<file path="src/rtl/clap_counter_if.sv">
// Claps stream between the clap counter (master) and the light-control consumer (slave).
//
// Handshake: the master raises claps_valid with claps_data and holds both
// unchanged until a rising clock edge sees claps_valid=1 and claps_ready=1.
// That edge is the transfer. The slave may raise claps_ready at any time,
// including before claps_valid. claps_valid never depends combinationally
// on claps_ready.
interface clap_counter_if #(
    parameter int CLAPS_WIDTH = 16
) ();
    logic [CLAPS_WIDTH-1:0] claps_data;
    logic                   claps_valid;
    logic                   claps_ready;

    modport master (
        output claps_data,
        output claps_valid,
        input  claps_ready
    );

    modport slave (
        input  claps_data,
        input  claps_valid,
        output claps_ready
    );
endinterface

</file>
<file path="src/rtl/clap_counter.sv">
// Clap counter: synchronises the comparator level, counts rising edges into
// bursts with a hold-off after every accepted clap, closes a burst after a
// silence window and offers the count on the claps stream until accepted.
module clap_counter #(
    parameter int CLAPS_WIDTH    = 16,
    parameter int HOLDOFF_CYCLES = 5000000,
    parameter int WINDOW_CYCLES  = 50000000
) (
    input  logic                 clock,
    input  logic                 reset,
    input  logic                 clap_detect,
    clap_counter_if.master       claps,
    output logic                 busy,
    output logic                 claps_dropped,
    output logic [1:0]           state_dbg
);

    localparam int TIMER_MAX   = (HOLDOFF_CYCLES > WINDOW_CYCLES) ? HOLDOFF_CYCLES : WINDOW_CYCLES;
    localparam int TIMER_WIDTH = (TIMER_MAX > 1) ? $clog2(TIMER_MAX) : 1;

    localparam logic [TIMER_WIDTH-1:0] HOLDOFF_LAST = TIMER_WIDTH'(HOLDOFF_CYCLES - 1);
    localparam logic [TIMER_WIDTH-1:0] WINDOW_LAST  = TIMER_WIDTH'(WINDOW_CYCLES - 1);
    localparam logic [CLAPS_WIDTH-1:0] COUNT_ONE    = CLAPS_WIDTH'(1);
    localparam logic [CLAPS_WIDTH-1:0] COUNT_MAX    = '1;

    typedef enum logic [1:0] {
        IDLE    = 2'd0,
        HOLDOFF = 2'd1,
        WINDOW  = 2'd2,
        SEND    = 2'd3
    } state_t;

    state_t                 state;
    logic [CLAPS_WIDTH-1:0] count;
    logic [TIMER_WIDTH-1:0] timer;
    logic                   s1;
    logic                   s2;
    logic                   s2_d;
    logic                   clap_edge;

    // A level held high yields a single edge: s2 high while its delayed copy is low.
    assign clap_edge = s2 & ~s2_d;
    assign busy      = (state != IDLE);
    assign state_dbg = state;

    // Two-flop synchroniser for the asynchronous comparator level, plus one delay stage for edge detection.
    always_ff @(posedge clock) begin
        if (reset) begin
            s1   <= 1'b0;
            s2   <= 1'b0;
            s2_d <= 1'b0;
        end else begin
            s1   <= clap_detect;
            s2   <= s1;
            s2_d <= s2;
        end
    end

    // Burst FSM: count claps, time hold-off and silence window, present the count and wait for acceptance.
    always_ff @(posedge clock) begin
        if (reset) begin
            state             <= IDLE;
            count             <= '0;
            timer             <= '0;
            claps.claps_data  <= '0;
            claps.claps_valid <= 1'b0;
            claps_dropped     <= 1'b0;
        end else begin
            claps_dropped <= 1'b0;
            case (state)
                IDLE: begin
                    if (clap_edge) begin
                        state <= HOLDOFF;
                        count <= COUNT_ONE;
                        timer <= '0;
                    end
                end
                HOLDOFF: begin
                    // Echoes and bounce land here; they are ignored silently.
                    if (timer == HOLDOFF_LAST) begin
                        state <= WINDOW;
                        timer <= '0;
                    end else begin
                        timer <= timer + 1'b1;
                    end
                end
                WINDOW: begin
                    // A clap on the final silence cycle still extends the burst.
                    if (clap_edge) begin
                        state <= HOLDOFF;
                        timer <= '0;
                        if (count != COUNT_MAX) begin
                            count <= count + 1'b1;
                        end
                    end else if (timer == WINDOW_LAST) begin
                        state             <= SEND;
                        claps.claps_data  <= count;
                        claps.claps_valid <= 1'b1;
                    end else begin
                        timer <= timer + 1'b1;
                    end
                end
                SEND: begin
                    // Claps while the count is pending (transfer cycle included) are discarded and flagged.
                    if (clap_edge) begin
                        claps_dropped <= 1'b1;
                    end
                    if (claps.claps_valid && claps.claps_ready) begin
                        state             <= IDLE;
                        claps.claps_valid <= 1'b0;
                        count             <= '0;
                    end
                end
                default: begin
                    state <= IDLE;
                end
            endcase
        end
    end

endmodule

</file>
<file path="src/flat_wrapper.sv">
// flat-port wrapper written by rule: the top's interface ports become plain ports
module clap_counter_flat 
#(
    parameter int CLAPS_WIDTH    = 16,
    parameter int HOLDOFF_CYCLES = 5000000,
    parameter int WINDOW_CYCLES  = 50000000
)
  (clock, reset, clap_detect, busy, claps_dropped, state_dbg, claps_claps_data, claps_claps_valid, claps_claps_ready);
  clap_counter_if #(.CLAPS_WIDTH(CLAPS_WIDTH)) claps_i ();
  input  logic clock;
  input  logic reset;
  input  logic clap_detect;
  output logic busy;
  output logic claps_dropped;
  output logic [1:0] state_dbg;
  output wire logic [$bits(claps_i.claps_data)-1:0] claps_claps_data;
  output wire logic [$bits(claps_i.claps_valid)-1:0] claps_claps_valid;
  input wire logic [$bits(claps_i.claps_ready)-1:0] claps_claps_ready;
  assign claps_claps_data = claps_i.claps_data;
  assign claps_claps_valid = claps_i.claps_valid;
  assign claps_i.claps_ready = claps_claps_ready;
  clap_counter #(.CLAPS_WIDTH(CLAPS_WIDTH), .HOLDOFF_CYCLES(HOLDOFF_CYCLES), .WINDOW_CYCLES(WINDOW_CYCLES)) u_core (.clock(clock), .reset(reset), .clap_detect(clap_detect), .claps(claps_i), .busy(busy), .claps_dropped(claps_dropped), .state_dbg(state_dbg));
endmodule
</file>
<file path="config.mk">
export PLATFORM = sky130hd
export DESIGN_NAME = clap_counter_flat
export DESIGN_NICKNAME = d
export VERILOG_FILES = /design/src/rtl/clap_counter_if.sv /design/src/rtl/clap_counter.sv /design/src/flat_wrapper.sv
export SDC_FILE = /design/constraint.sdc
export NUM_CORES = 1
export LEC_CHECK = 0
export ABC_AREA = 1
export CORE_MARGIN = 3
export CORE_UTILIZATION = 35
export DETAILED_ROUTE_END_ITERATION = 16
export DONT_BUFFER_PORTS = 1
export PLACE_DENSITY_LB_ADDON = 0.05
export SLEW_MARGIN = 10
export SYNTH_ARGS = -nofsm -noshare
export SYNTH_HDL_FRONTEND = slang
export SYNTH_SLANG_ARGS = --single-unit
</file>
<file path="constraint.sdc">
create_clock -name clock -period 1.7 [get_ports clock]
set_input_delay 0.255 -clock clock [delete_from_list [all_inputs] [get_ports clock]]
set_output_delay 0.255 -clock clock [all_outputs]
set_load 0.02 [all_outputs]
</file>
Word level (Yosys, flattened, before mapping)

Index checks and enable logic that the tools add are counted.

Flip-flop bits (word level): 65
Bits of input ports: 4
Output and inout port bits: 21

Add/sub/neg operators: 2
Equality and inequality tests: 15
Mux-type cells: 21
Bitwise logic cells: 4
Reduce and logical (&&, ||, !) cells: 12

Operator list:

| cell                                                                     | count |
|---|---|
| 26-bit two-way mux                                                       | 4 |
| 26-bit one-hot mux with 3 select lines                                   | 1 |
| 16-bit two-way mux                                                       | 4 |
| 16-bit one-hot mux with 3 select lines                                   | 1 |
| 26-bit by 1-bit adder with 26-bit output (second input constant)         | 1 |
| 26-bit by 23-bit equality test with 1-bit output (second input constant) | 1 |
| 26-bit equality test (second input constant)                             | 1 |
| 16-bit by 1-bit adder with 16-bit output (second input constant)         | 1 |
| 16-bit != test (second input constant)                                   | 1 |
| 2-bit by 1-bit != test with 1-bit output (second input constant)         | 6 |
| 2-bit two-way mux                                                        | 5 |
| 2-bit one-hot mux with 4 select lines                                    | 1 |
| 4-bit AND reduction                                                      | 2 |
| 3-bit AND reduction                                                      | 2 |
| 3-bit nonzero test                                                       | 2 |
| 5-bit AND reduction                                                      | 1 |
| 2-bit equality test (second input constant)                              | 2 |
| 1-bit two-way mux                                                        | 4 |
| 2-bit nonzero test                                                       | 2 |
| 3-bit by 1-bit != test with 1-bit output (second input constant)         | 1 |
| 3-bit by 2-bit != test with 1-bit output (second input constant)         | 1 |
| 1-bit inverter                                                           | 3 |
| 2-bit by 1-bit equality test with 1-bit output (second input constant)   | 1 |
| 2-bit logical NOT                                                        | 1 |
| 5 further kinds                                                          | 5 |

Depth between registers and ports, before layout

Gate-level depths: netlist (run 1).

Depth after elaboration: 4
Depth in mapped cells: 13
Mapped depth without buffers: 13

Worst setup path before layout (run 1)

OpenSTA, ideal clock, no wires.

Path type: flip-flop to flip-flop
Start: register u_core.state[0] (netlist: u_core.state_dbg[0])
End: register u_core.count[13]
Setup time: 0.115 ns
Data arrival time: 1.879 ns
Setup slack: -0.294 ns
Cell stages (with the launch flop): 13
Buffers on the path: 2
Period minus slack after synthesis: 1.994 ns
Cells stage by stage: dfxtp_1 inv_1 ha_1 buf_2 inv_2 nor2_2 nor3_2 nand2_2 inv_2 buf_2 nand3_1 a21oi_1 nor2_1

Word-level cells in the longest chain between the ends: 3

RTL lines:

| what                                                                                     | RTL line           | RTL |
|---|---|---|
| from (decl)                                                                              | clap_counter.sv:33 | `state_t state;` |
| from (signal assigned)                                                                   | clap_counter.sv:62 | `state <= IDLE;` |
| from (signal assigned)                                                                   | clap_counter.sv:73 | `state <= HOLDOFF;` |
| from (signal assigned)                                                                   | clap_counter.sv:81 | `state <= WINDOW;` |
| 2-bit equality test or 2-bit logical NOT (tied branches)                                 | clap_counter.sv:70 | `case (state)` |
| 2-bit by 1-bit != test with 1-bit output (no line) or 3-bit nonzero test (tied branches) | -                  |  |
| 5-bit AND reduction (no line)                                                            | -                  |  |
| to (signal assigned)                                                                     | clap_counter.sv:93 | `count <= count + 1'b1;` |
| to (decl)                                                                                | clap_counter.sv:34 | `logic [CLAPS_WIDTH-1:0] count;` |

Parallel ways exist; a longest one is shown, timed or not.
A chain may end at the register's enable or synchronous reset.

Worst setup path in the final report (run 1)

Start: register u_core.count[0]
End: register u_core.count[10]

Word-level cells in the longest chain between the ends: 4

RTL lines:

| what                                     | RTL line           | RTL |
|---|---|---|
| 16-bit by 1-bit adder with 16-bit output | clap_counter.sv:93 |  |
| 16-bit two-way mux                       | clap_counter.sv:92 | `if (count != COUNT_MAX) begin` |
| 16-bit two-way mux                       | clap_counter.sv:89 | `if (clap_edge) begin` |
| 16-bit one-hot mux with 3 select lines   | clap_counter.sv:70 |  |

Parallel ways exist; a longest one is shown, timed or not. The select of a mux whose other input is x is not followed.

==> flow_metrics.env, run 1 <==
export IMPL_vias=3814
export IMPL_netSwitchingFraction=0.385
export IMPL_yosysMostFrequentCell="nand2_1"
export IMPL_hold_class="in -> reg"
export IMPL_dpl_hpwl_um=7550
export IMPL_synth_edf_count=0
export IMPL_pre_cts_ws_ps=-75.2
export IMPL_slew_limit_headroom=0.760
export IMPL_power_mw=4.96
export IMPL_routed_top_layer="met4"
export IMPL_die_width_um=110
export IMPL_synth_async_reset_ratio=0
export IMPL_synth_common_cells="131 x nand2_1, 106 x nor2_1, 81 x inv_1"
export IMPL_rows=37
export IMPL_timing_fmax_mhz=595
export IMPL_drt_initial_drc_count=195
export IMPL_io_pins=25
export IMPL_core_area_um2=10400
export IMPL_worst_slack_ps=19.4
export IMPL_r2r_start="u_core.count[0]"
export IMPL_place_area_um2=4450
export IMPL_critical_path_startpoint="u_core.count[0]"
export IMPL_yosysTopAreaCell="dfxtp_1"
export IMPL_syn_inst=577
export IMPL_yosysSeqAreaShare=0.347
export IMPL_met3_wirelength_um=395
export IMPL_grtUsageTotal=0.185
export IMPL_p_switching_mw=1.91
export IMPL_min_from="reset"
export IMPL_via_per_inst=4.76
export IMPL_cts_sinks=65
export IMPL_synth_seq_cells=65
export IMPL_worstPathArrival_ps=1930
export IMPL_synth_warnings=0
export IMPL_pwr_share_seq=0.337
export IMPL_drv_cap=0
export IMPL_hold_end="u_core.s2"
export IMPL_fin_nets=671
export IMPL_cp_slowest_stage_delay_ps=370
export IMPL_ant_nets=0
export IMPL_ctsRootBufferMaster="clkbuf_8"
export IMPL_finalSetupViolations=0
export IMPL_worstReg2RegEnd="u_core.count[10]"
export IMPL_r2r_cells=12
export IMPL_outcome="finished clean"
export IMPL_worst_pin_slew_ps=360
export IMPL_cts_tree="built"
export IMPL_cts_buffers=9
export IMPL_worst_ep_required_time_ps=1950
export IMPL_avgSynthCellArea_um2=6.51
export IMPL_min_period_ps=1680
export IMPL_die_h_um=110
export IMPL_placedCellCount=774
export IMPL_antenna_found_initial=0
export IMPL_start_kind="flop"
export IMPL_fin_crit_sh=0.989
export IMPL_grt_max_degree=34
export IMPL_drive_gt1_frac=0.319
export IMPL_ys_types=37
export IMPL_wirelength_met1_um=5500
export IMPL_p_comb_frac=0.391
export IMPL_hold_viol=0
export IMPL_timing_reg2reg_setup_slack_ps=20
export IMPL_synth_flop_cell="dfxtp_1"
export IMPL_wl_um=10600
export IMPL_finish_instance_area_um2=5070
export IMPL_grt_pass1_wl_um=17300
export IMPL_overflow=0
export IMPL_cellLeakagePower_nw=2.09
export IMPL_drc=0
export IMPL_cp_slowest_cell="dfxtp_2"
export IMPL_synthesis_nets=588
export IMPL_initial_core_util=0.362
export IMPL_clkPwrFrac=0.272
export IMPL_grt_pass1_vias=3549
export IMPL_antenna_cells=0
export IMPL_cp_cell_sequence="ha_4, nand2_4, nor2_4, nand2_2, nor2_4, nand4_1, nand2_2, inv_2, buf_6, a21o_1, nand2_1, nor2_1"
export IMPL_globalplace_congestion=0.919
export IMPL_finalNonFillerCells=801
export IMPL_skew_ps=11.1
export IMPL_p_per_area_nw_per_um2=979
export IMPL_dieArea_um2=12000
export IMPL_slew_viol_final=0
export IMPL_firstDrtPassIters=5
export IMPL_clkTransAtPathRegs_ps=90
export IMPL_dr_wl_met2_um=4520
export IMPL_port_buffers=0
export IMPL_end_kind="flop"
export IMPL_crit_fanout=7
export IMPL_syn_area_um2=3750
export IMPL_h_tree_depth=3
export IMPL_cts_buffer_depth=2
export IMPL_routedWlPerCell_um=13.2
export IMPL_cell_internal_pwr_mw=3.05
export IMPL_rsz0062_at_grt="yes"
export IMPL_ir_drop_v=0.000554
export IMPL_netlist_top_cells_area="dfxtp_1 35%, nand2_1 13%, nor2_1 11%"
export IMPL_clock_latency_ps=360
export IMPL_area_delta_synth_final_pct=35.0
export IMPL_critical_path_class="reg -> reg"
export IMPL_synth_top_cell_area_share=0.347
export IMPL_whs_path_depth=2
registers in the layout (all words and copies together) (netlist names):
name,flops
u_core.timer,26
u_core.claps_dropped,1
u_core.s1,1
u_core.claps.claps_valid,1
u_core.s2_d,1
u_core.state_dbg,2
u_core.count,16
u_core.s2,1
u_core.claps.claps_data,16
power by group through the flow:
stage / Clock (mW) / Sequential [mW] / Combinational (mW)
2_1_floorplan: 0 / 1.71 / 0.948
3_3_place_gp: 0 / 1.68 / 1.59
3_5_place_dp: 0 / 1.68 / 1.58
4_1_cts: 1.39 / 1.66 / 1.68
5_1_grt: 1.45 / 1.68 / 2.12
6_report: 1.35 / 1.67 / 1.94
stage by stage:
step           hold slack, ps  setup TNS [ps]   util
6_report                  150               0  0.489
5_1_grt                   158           -1280  0.489
4_1_cts                   138            -112  0.462
3_5_place_dp              330           -1200  0.429
3_3_place_gp              329           -1090  0.429
2_1_floorplan             362               0      -
cell families (layout without fill, tap and decap cells):
group                    after synthesis  in the layout  share of synthesized area
AND/OR/NAND/NOR                      334            334                      0.407
buffers and inverters                108            196                      0.118
flip-flops                            65             65                      0.347
AO/OA/AOI/OAI                         60             60                     0.0980
adder cells (fa/ha/maj)                7              7                     0.0233
XOR/XNOR                               3              3                    0.00700
cells in the final DEF, fill, tap and decap left out, types with 3 or more instances in the layout:
cell type / netlist / routed
buf_4: 0 / 78
a21o_1: 4 / 4
clkbuf_8: 0 / 9
inv_2: 8 / 9
nand2_2: 4 / 10
nor3_2: 2 / 4
buf_12: 0 / 3
a21oi_1: 16 / 14
nor3_1: 14 / 11
nor2_2: 5 / 19
nor2_4: 5 / 12
nand2_4: 1 / 6
nor4_1: 3 / 3
o21ai_1: 8 / 7
nand2_1: 131 / 120
nor2_1: 106 / 85
nand3_2: 7 / 12
o21ai_0: 13 / 10
inv_6: 0 / 4
ha_1: 7 / 3
dfxtp_2: 0 / 12
buf_6: 2 / 6
dfxtp_1: 65 / 51
o21ai_2: 1 / 5
nand3_1: 33 / 27
inv_1: 81 / 78
a211oi_1: 16 / 15
nand4_1: 17 / 17
critical path: cells and delay by family, from the launching register on:
kind / cells / cell delay [ps]
AO/OA/AOI/OAI: 1 / 150
adder cells (fa/ha/maj): 1 / 150
buffers and inverters: 2 / 190
flip-flops: 1 / 370
AND/OR/NAND/NOR: 8 / 710
metal layers:
metal / up-vias / global-route usage
met5: - / 0
met4: 0 / 0.0686
met3: 12 / 0.0288
met2: 80 / 0.272
met1: 1729 / 0.271
li1: 1993 / -
area by class of cell:
| type | instances | area (µm²) |
|---|---|---|
| tap | 136 | 170 |
| clock buffer | 10 | 149 |
| clock inverter | 6 | 47.5 |
| fill | 1080 | 5300 |
| multi-input combinational | 404 | 2270 |
| timing repair buffer | 89 | 748 |
| sequential | 65 | 1320 |
| inverter | 91 | 354 |
worst max-delay path by stage:
stage | to | cells past startpoint
global route | u_core.timer[20] | 12
detailed placement | u_core.timer[25] | 11
CTS | u_core.timer[20] | 11
floorplan | u_core.count[10] | 12
global placement | u_core.timer[17] | 9
finish | u_core.count[10] | 12
what timing repair did:
| item | in CTS | in global routing |
|---|---|---|
| cloned | 0 | 1 |
| pin swaps | 11 | 25 |
| resized for setup | 26 | 69 |
| hold buffers | 2 | 0 |
| buffers inserted | 5 | 4 |
| setup endpoints to repair | 36 | 57 |
| hold endpoints to repair | 28 | 0 |
(Power assumes the default switching activity.)
==> inputs of run 2 (changes only) <==
--- a/config.mk
+++ b/config.mk
@@ -8,6 +8,7 @@
 export ABC_AREA = 1
 export CORE_MARGIN = 3
 export CORE_UTILIZATION = 35
+export CTS_CLUSTER_DIAMETER = 60
 export DETAILED_ROUTE_END_ITERATION = 16
 export DONT_BUFFER_PORTS = 1
 export PLACE_DENSITY_LB_ADDON = 0.05
@@ -15,3 +16,4 @@
 export SYNTH_ARGS = -nofsm -noshare
 export SYNTH_HDL_FRONTEND = slang
 export SYNTH_SLANG_ARGS = --single-unit
+export TNS_END_PERCENT = 50
==> constraint.sdc (replaced) <==
create_clock -name clock -period 1.9 [get_ports clock]
set_input_delay 0.285 -clock clock [delete_from_list [all_inputs] [get_ports clock]]
set_output_delay 0.285 -clock clock [all_outputs]
set_load 0.02 [all_outputs]
==> flow_metrics.env, run 2 (same netlist as run 1, synthesis figures left out) <==
export IMPL_critical_path_top_delay_family="simple AND/OR/NAND/NOR gates"
export IMPL_outcome="finished clean"
export IMPL_timing_fmax_mhz=559
export IMPL_cellLeakagePower_nw=1.73
export IMPL_dieArea_um2=12000
export IMPL_min_period_ps=1790
export IMPL_worst_slack_ps=111
export IMPL_drt_initial_drc_count=187
export IMPL_pre_cts_ws_ps=56.8
export IMPL_skew_ps=12.1
export IMPL_cp_slowest_stage_delay_ps=370
export IMPL_fin_nets=612
export IMPL_crit_fanout=25
export IMPL_port_buffers=0
export IMPL_critical_path_class="reg -> reg"
export IMPL_vias=3623
export IMPL_clock_latency_ps=340
export IMPL_routedWlPerCell_um=14.0
export IMPL_crit_path_end="u_core.timer[19]"
export IMPL_start_kind="flop"
export IMPL_critical_path_startpoint="u_core.timer[1]"
export IMPL_end_kind="flop"
export IMPL_ctsRootBufferMaster="clkbuf_8"
export IMPL_rows=37
export IMPL_cp_slowest_cell="dfxtp_1"
export IMPL_drc=0
export IMPL_grt_pass1_wl_um=16900
export IMPL_cts_buffers=9
export IMPL_cts_sinks=65
export IMPL_die_width_um=110
export IMPL_io_pins=25
export IMPL_clkTransAtPathRegs_ps=80
export IMPL_finalSetupViolations=0
export IMPL_grt_pass1_vias=3478
export IMPL_worst_ep_required_time_ps=2180
export IMPL_hold_class="in -> reg"
export IMPL_worstReg2RegEnd="u_core.timer[19]"
export IMPL_die_h_um=110
export IMPL_gr_usage_met1=0.229
export IMPL_fin_crit_sh=0.942
export IMPL_final_common_cell="nand2_1"
export IMPL_final_cell_mix="128 x nand2_1, 100 x nor2_1, 81 x inv_1"
export IMPL_drv_cap=0
export IMPL_largest_register="u_core.timer"
export IMPL_met3_usage=0.0241
export IMPL_hold_slack_ps=18.5
export IMPL_hold_viol=0
export IMPL_h_tree_depth=3
export IMPL_fill_cells=1125
export IMPL_worstPathArrival_ps=2070
export IMPL_worst_pin_slew_ps=1130
export IMPL_antenna_cells=0
export IMPL_firstDrtPassIters=5
export IMPL_reg_top3="u_core.timer x26, u_core.claps.claps_data x16, u_core.count x16"
export IMPL_drive_gt1_frac=0.163
export IMPL_r2r_start="u_core.timer[1]"
export IMPL_grtUsageTotal=0.180
export IMPL_cp_num_buf_inv=1
export IMPL_cts_tree="built"
export IMPL_core_area_um2=10400
export IMPL_ir_drop_v=0.000550
export IMPL_cts_buffer_depth=2
export IMPL_p_per_area_nw_per_um2=976
export IMPL_rsz0062_at_grt="yes"
export IMPL_slew_viol_final=0
export IMPL_r2r_cells=11
export IMPL_grt_max_degree=26
export IMPL_grt_busiest_layer="met2"
export IMPL_path_depth=11
export IMPL_antenna_found_initial=0
export IMPL_initial_core_util=0.362
export IMPL_ant_nets=0
export IMPL_overflow=0
export IMPL_largest_reg_flops=26
export IMPL_met2_usage=0.309
export IMPL_globalplace_congestion=0.888
export IMPL_timing_reg2reg_setup_slack_ps=110
export IMPL_slew_limit_headroom=0.246
export IMPL_wl_um=10400
export IMPL_area_delta_synth_final_pct=16.7
export IMPL_power_mw=4.27
export IMPL_via_per_inst=4.88
export IMPL_dpl_hpwl_um=7250
export IMPL_cp_cell_sequence="ha_1, nand2_1, nor2_4, nand2_2, nor2_4, nand3_4, nand2_4, inv_6, nand2_4, nand3_1, nor2_1"
## run 2: power breakdown
group          leakage [nW]  internal (mW)  total [mW]  switching, mW
Clock                 0.119          0.913        1.51          0.602
Sequential            0.526           1.43        1.48         0.0495
Combinational          1.08          0.418        1.28          0.866
Total                  1.73           2.76        4.27           1.52
## run 2: final cells by class
type	count	area [µm²]	share of cell area
multi-input combinational	405	2070	0.472
timing repair buffer	29	236	0.0540
clock buffer	10	138	0.0314
clock inverter	6	114	0.0260
sequential	65	1300	0.298
inverter	91	349	0.0797
tap	136	170	0.0388
## run 2: metal layers
metal  vias to the layer above  wire (µm)
met2                        54       5050
met1                      1686       4900
met4                         0        169
met3                        13        294
met5                         -          0
li1                       1870          -
## run 2: worst min path at each step
stage,cells past startpoint,endpoint,from
after global routing,1,u_core.claps.claps_data[7],reset
after global placement,1,u_core.timer[25],reset
after floorplan,2,u_core.s2,u_core.s1
after detailed placement,1,u_core.count[4],reset
after CTS,1,u_core.claps.claps_data[15],reset
final,1,u_core.claps.claps_data[15],reset
## run 2: timing repair
action / CTS / global route
setup buffers: 0 / 1
resized for setup: 0 / 22
hold buffers: 1 / 0
endpoints found under the hold margin: 24 / 0
setup endpoints to repair: 0 / 37
## run 2: through the flow
stage	std cells	instance area, µm²	util	TNS, ps
floorplan	577	3760	-	0
global placement	723	4030	0.389	0
CTS	740	4290	0.414	0
global route	742	4380	0.422	-36.0
detailed placement	723	4030	0.389	0
finish	742	4380	0.422	0
==> inputs of run 3 (changes only) <==
--- a/config.mk
+++ b/config.mk
@@ -6,6 +6,8 @@
 export NUM_CORES = 1
 export LEC_CHECK = 0
 export ABC_AREA = 1
+export CELL_PAD_IN_SITES_DETAIL_PLACEMENT = 0
+export CELL_PAD_IN_SITES_GLOBAL_PLACEMENT = 1
 export CORE_MARGIN = 3
 export CORE_UTILIZATION = 35
 export CTS_CLUSTER_DIAMETER = 60
@@ -16,4 +18,4 @@
 export SYNTH_ARGS = -nofsm -noshare
 export SYNTH_HDL_FRONTEND = slang
 export SYNTH_SLANG_ARGS = --single-unit
-export TNS_END_PERCENT = 50
+export TNS_END_PERCENT = 10
==> flow_metrics.env, run 3 (same netlist as run 1, synthesis figures left out) <==
export IMPL_timing_fmax_mhz=570
export IMPL_antenna_cells=0
export IMPL_area_delta_synth_final_pct=15.6
export IMPL_worstPathArrival_ps=2000
export IMPL_hold_class="in -> reg"
export IMPL_cp_cell_sequence="ha_2, nand2_1, nor2_4, nand2_2, nor2_4, nand3_4, nand2_4, buf_6, nor2_1, o21ai_1, nor2_1"
export IMPL_power_mw=3.91
export IMPL_clock_latency_ps=360
export IMPL_worst_pin_slew_ps=423
export IMPL_crit_fanout=17
export IMPL_grt_pass1_wl_um=16900
export IMPL_drive_gt1_frac=0.174
export IMPL_vias=3549
export IMPL_h_tree_depth=3
export IMPL_drt_initial_drc_count=172
export IMPL_core_area_um2=10400
export IMPL_critical_path_class="reg -> reg"
export IMPL_p_switching_mw=1.48
export IMPL_p_comb_frac=0.315
export IMPL_rsz0062_at_grt="yes"
export IMPL_r2r_start="u_core.timer[1]"
export IMPL_largest_register="u_core.timer"
export IMPL_die_h_um=110
export IMPL_worst_ep_required_time_ps=2150
export IMPL_grt_max_degree=41
export IMPL_min_period_ps=1750
export IMPL_clkPwrFrac=0.305
export IMPL_cp_slowest_stage_delay_ps=360
export IMPL_critical_path_top_delay_family="simple AND/OR/NAND/NOR gates"
export IMPL_rows=37
export IMPL_cts_buffers=9
export IMPL_ant_nets=0
export IMPL_cp_slowest_cell="dfxtp_1"
export IMPL_firstDrtPassIters=4
export IMPL_drv_cap=0
export IMPL_dpl_hpwl_um=7280
export IMPL_initial_core_util=0.362
export IMPL_hold_viol=0
export IMPL_globalplace_congestion=0.847
export IMPL_placedCellCount=726
export IMPL_die_width_um=110
export IMPL_fin_util=0.419
export IMPL_wl_um=10100
export IMPL_cp_num_buf_inv=1
export IMPL_ctsRootBufferMaster="clkbuf_8"
export IMPL_drc=0
export IMPL_final_cell_mix="127 x nand2_1, 101 x nor2_1, 80 x inv_1"
export IMPL_slew_limit_headroom=0.716
export IMPL_path_depth=11
export IMPL_min_from="clap_detect"
export IMPL_pwr_share_seq=0.380
export IMPL_finalNonFillerCells=745
export IMPL_overflow=0
export IMPL_largest_reg_flops=26
export IMPL_port_buffers=0
export IMPL_cts_buffer_depth=2
export IMPL_cell_internal_pwr_mw=2.43
export IMPL_final_common_cell="nand2_1"
export IMPL_reg_top3="u_core.timer x26, u_core.claps.claps_data x16, u_core.count x16"
export IMPL_ir_drop_v=0.000422
export IMPL_p_per_area_nw_per_um2=901
export IMPL_clkTransAtPathRegs_ps=70
export IMPL_cellLeakagePower_nw=1.72
export IMPL_io_pins=25
export IMPL_end_kind="flop"
export IMPL_start_kind="flop"
export IMPL_r2r_cells=11
export IMPL_cts_sinks=65
export IMPL_skew_ps=11.7
export IMPL_netSwitchingFraction=0.379
export IMPL_grt_pass1_vias=3429
export IMPL_routedWlPerCell_um=13.6
export IMPL_finalSetupViolations=0
export IMPL_via_per_inst=4.76
export IMPL_fin_nets=615
export IMPL_antenna_found_initial=0
export IMPL_dieArea_um2=12000
export IMPL_cts_tree="built"
export IMPL_critical_path_startpoint="u_core.timer[1]"
export IMPL_fin_crit_sh=0.923
export IMPL_slew_viol_final=0
export IMPL_grtUsageTotal=0.181
export IMPL_outcome="finished clean"
export IMPL_whs_path_depth=2
## run 3: cell count changes in the layout (fill, tap and decap cells not counted), moves of 2 or more
| cell | change |
|---|---|
| buf_4 | +4 |
| bufinv_16 | -2 |
| clkbuf_1 | +2 |
| clkinv_2 | +2 |
| clkinv_4 | +2 |
| dfxtp_1 | -2 |
| dfxtp_2 | +2 |
| ha_1 | -2 |
| ha_2 | +2 |
## run 3: through the flow
stage | cell area (µm²) | worst slack [ps] | TNS, ps | hold WS [ps]
2_1_floorplan | 3760 | 20.7 | 0 | 388
6_report | 4340 | 146 | 0 | 36.6
5_1_grt | 4340 | -33.4 | -146 | 26.3
3_3_place_gp | 4050 | 52.7 | 0 | 361
4_1_cts | 4260 | 36.0 | 0 | 12.2
3_5_place_dp | 4050 | 64.5 | 0 | 360
## run 3: worst paths after layout
check | end | slack [ps]
max | u_core.timer[7] | 150
min | u_core.s1 | 40
max reg2reg | u_core.timer[7] | 150
min reg2reg | u_core.s2 | 400
## run 3: layout make-up
cell class,count,area (µm²)
repair buffers,33,268
flip-flops and latches,65,1310
clock buffers,11,131
fillers,1133,6030
inverters,91,352
clock inverters,5,56.3
well taps,136,170
multi-input cells,404,2060
## run 3: power groups by stage
stage / registers [mW] / clock network (mW) / logic, mW
finish: 1.49 / 1.19 / 1.23
global route: 1.50 / 1.30 / 1.35
CTS: 1.48 / 1.24 / 1.19
detailed placement: 1.51 / 0 / 1.18
global placement: 1.51 / 0 / 1.18
floorplan: 1.53 / 0 / 0.819
## run 3: what timing repair did
action | CTS | global route
resized for setup | 0 | 25
endpoints found under the setup margin | 0 | 45
buffers inserted | 0 | 2
endpoints found under the hold margin | 28 | 0
hold buffers | 1 | 0
## run 3: layer usage
| metal | vias up | GRT usage | wire (µm) |
|---|---|---|---|
| li1 | 1874 | - | - |
| met1 | 1603 | 0.220 | 4720 |
| met2 | 56 | 0.311 | 4850 |
| met3 | 16 | 0.0411 | 372 |
| met4 | 0 | 0.0686 | 199 |
| met5 | - | 0 | 0 |
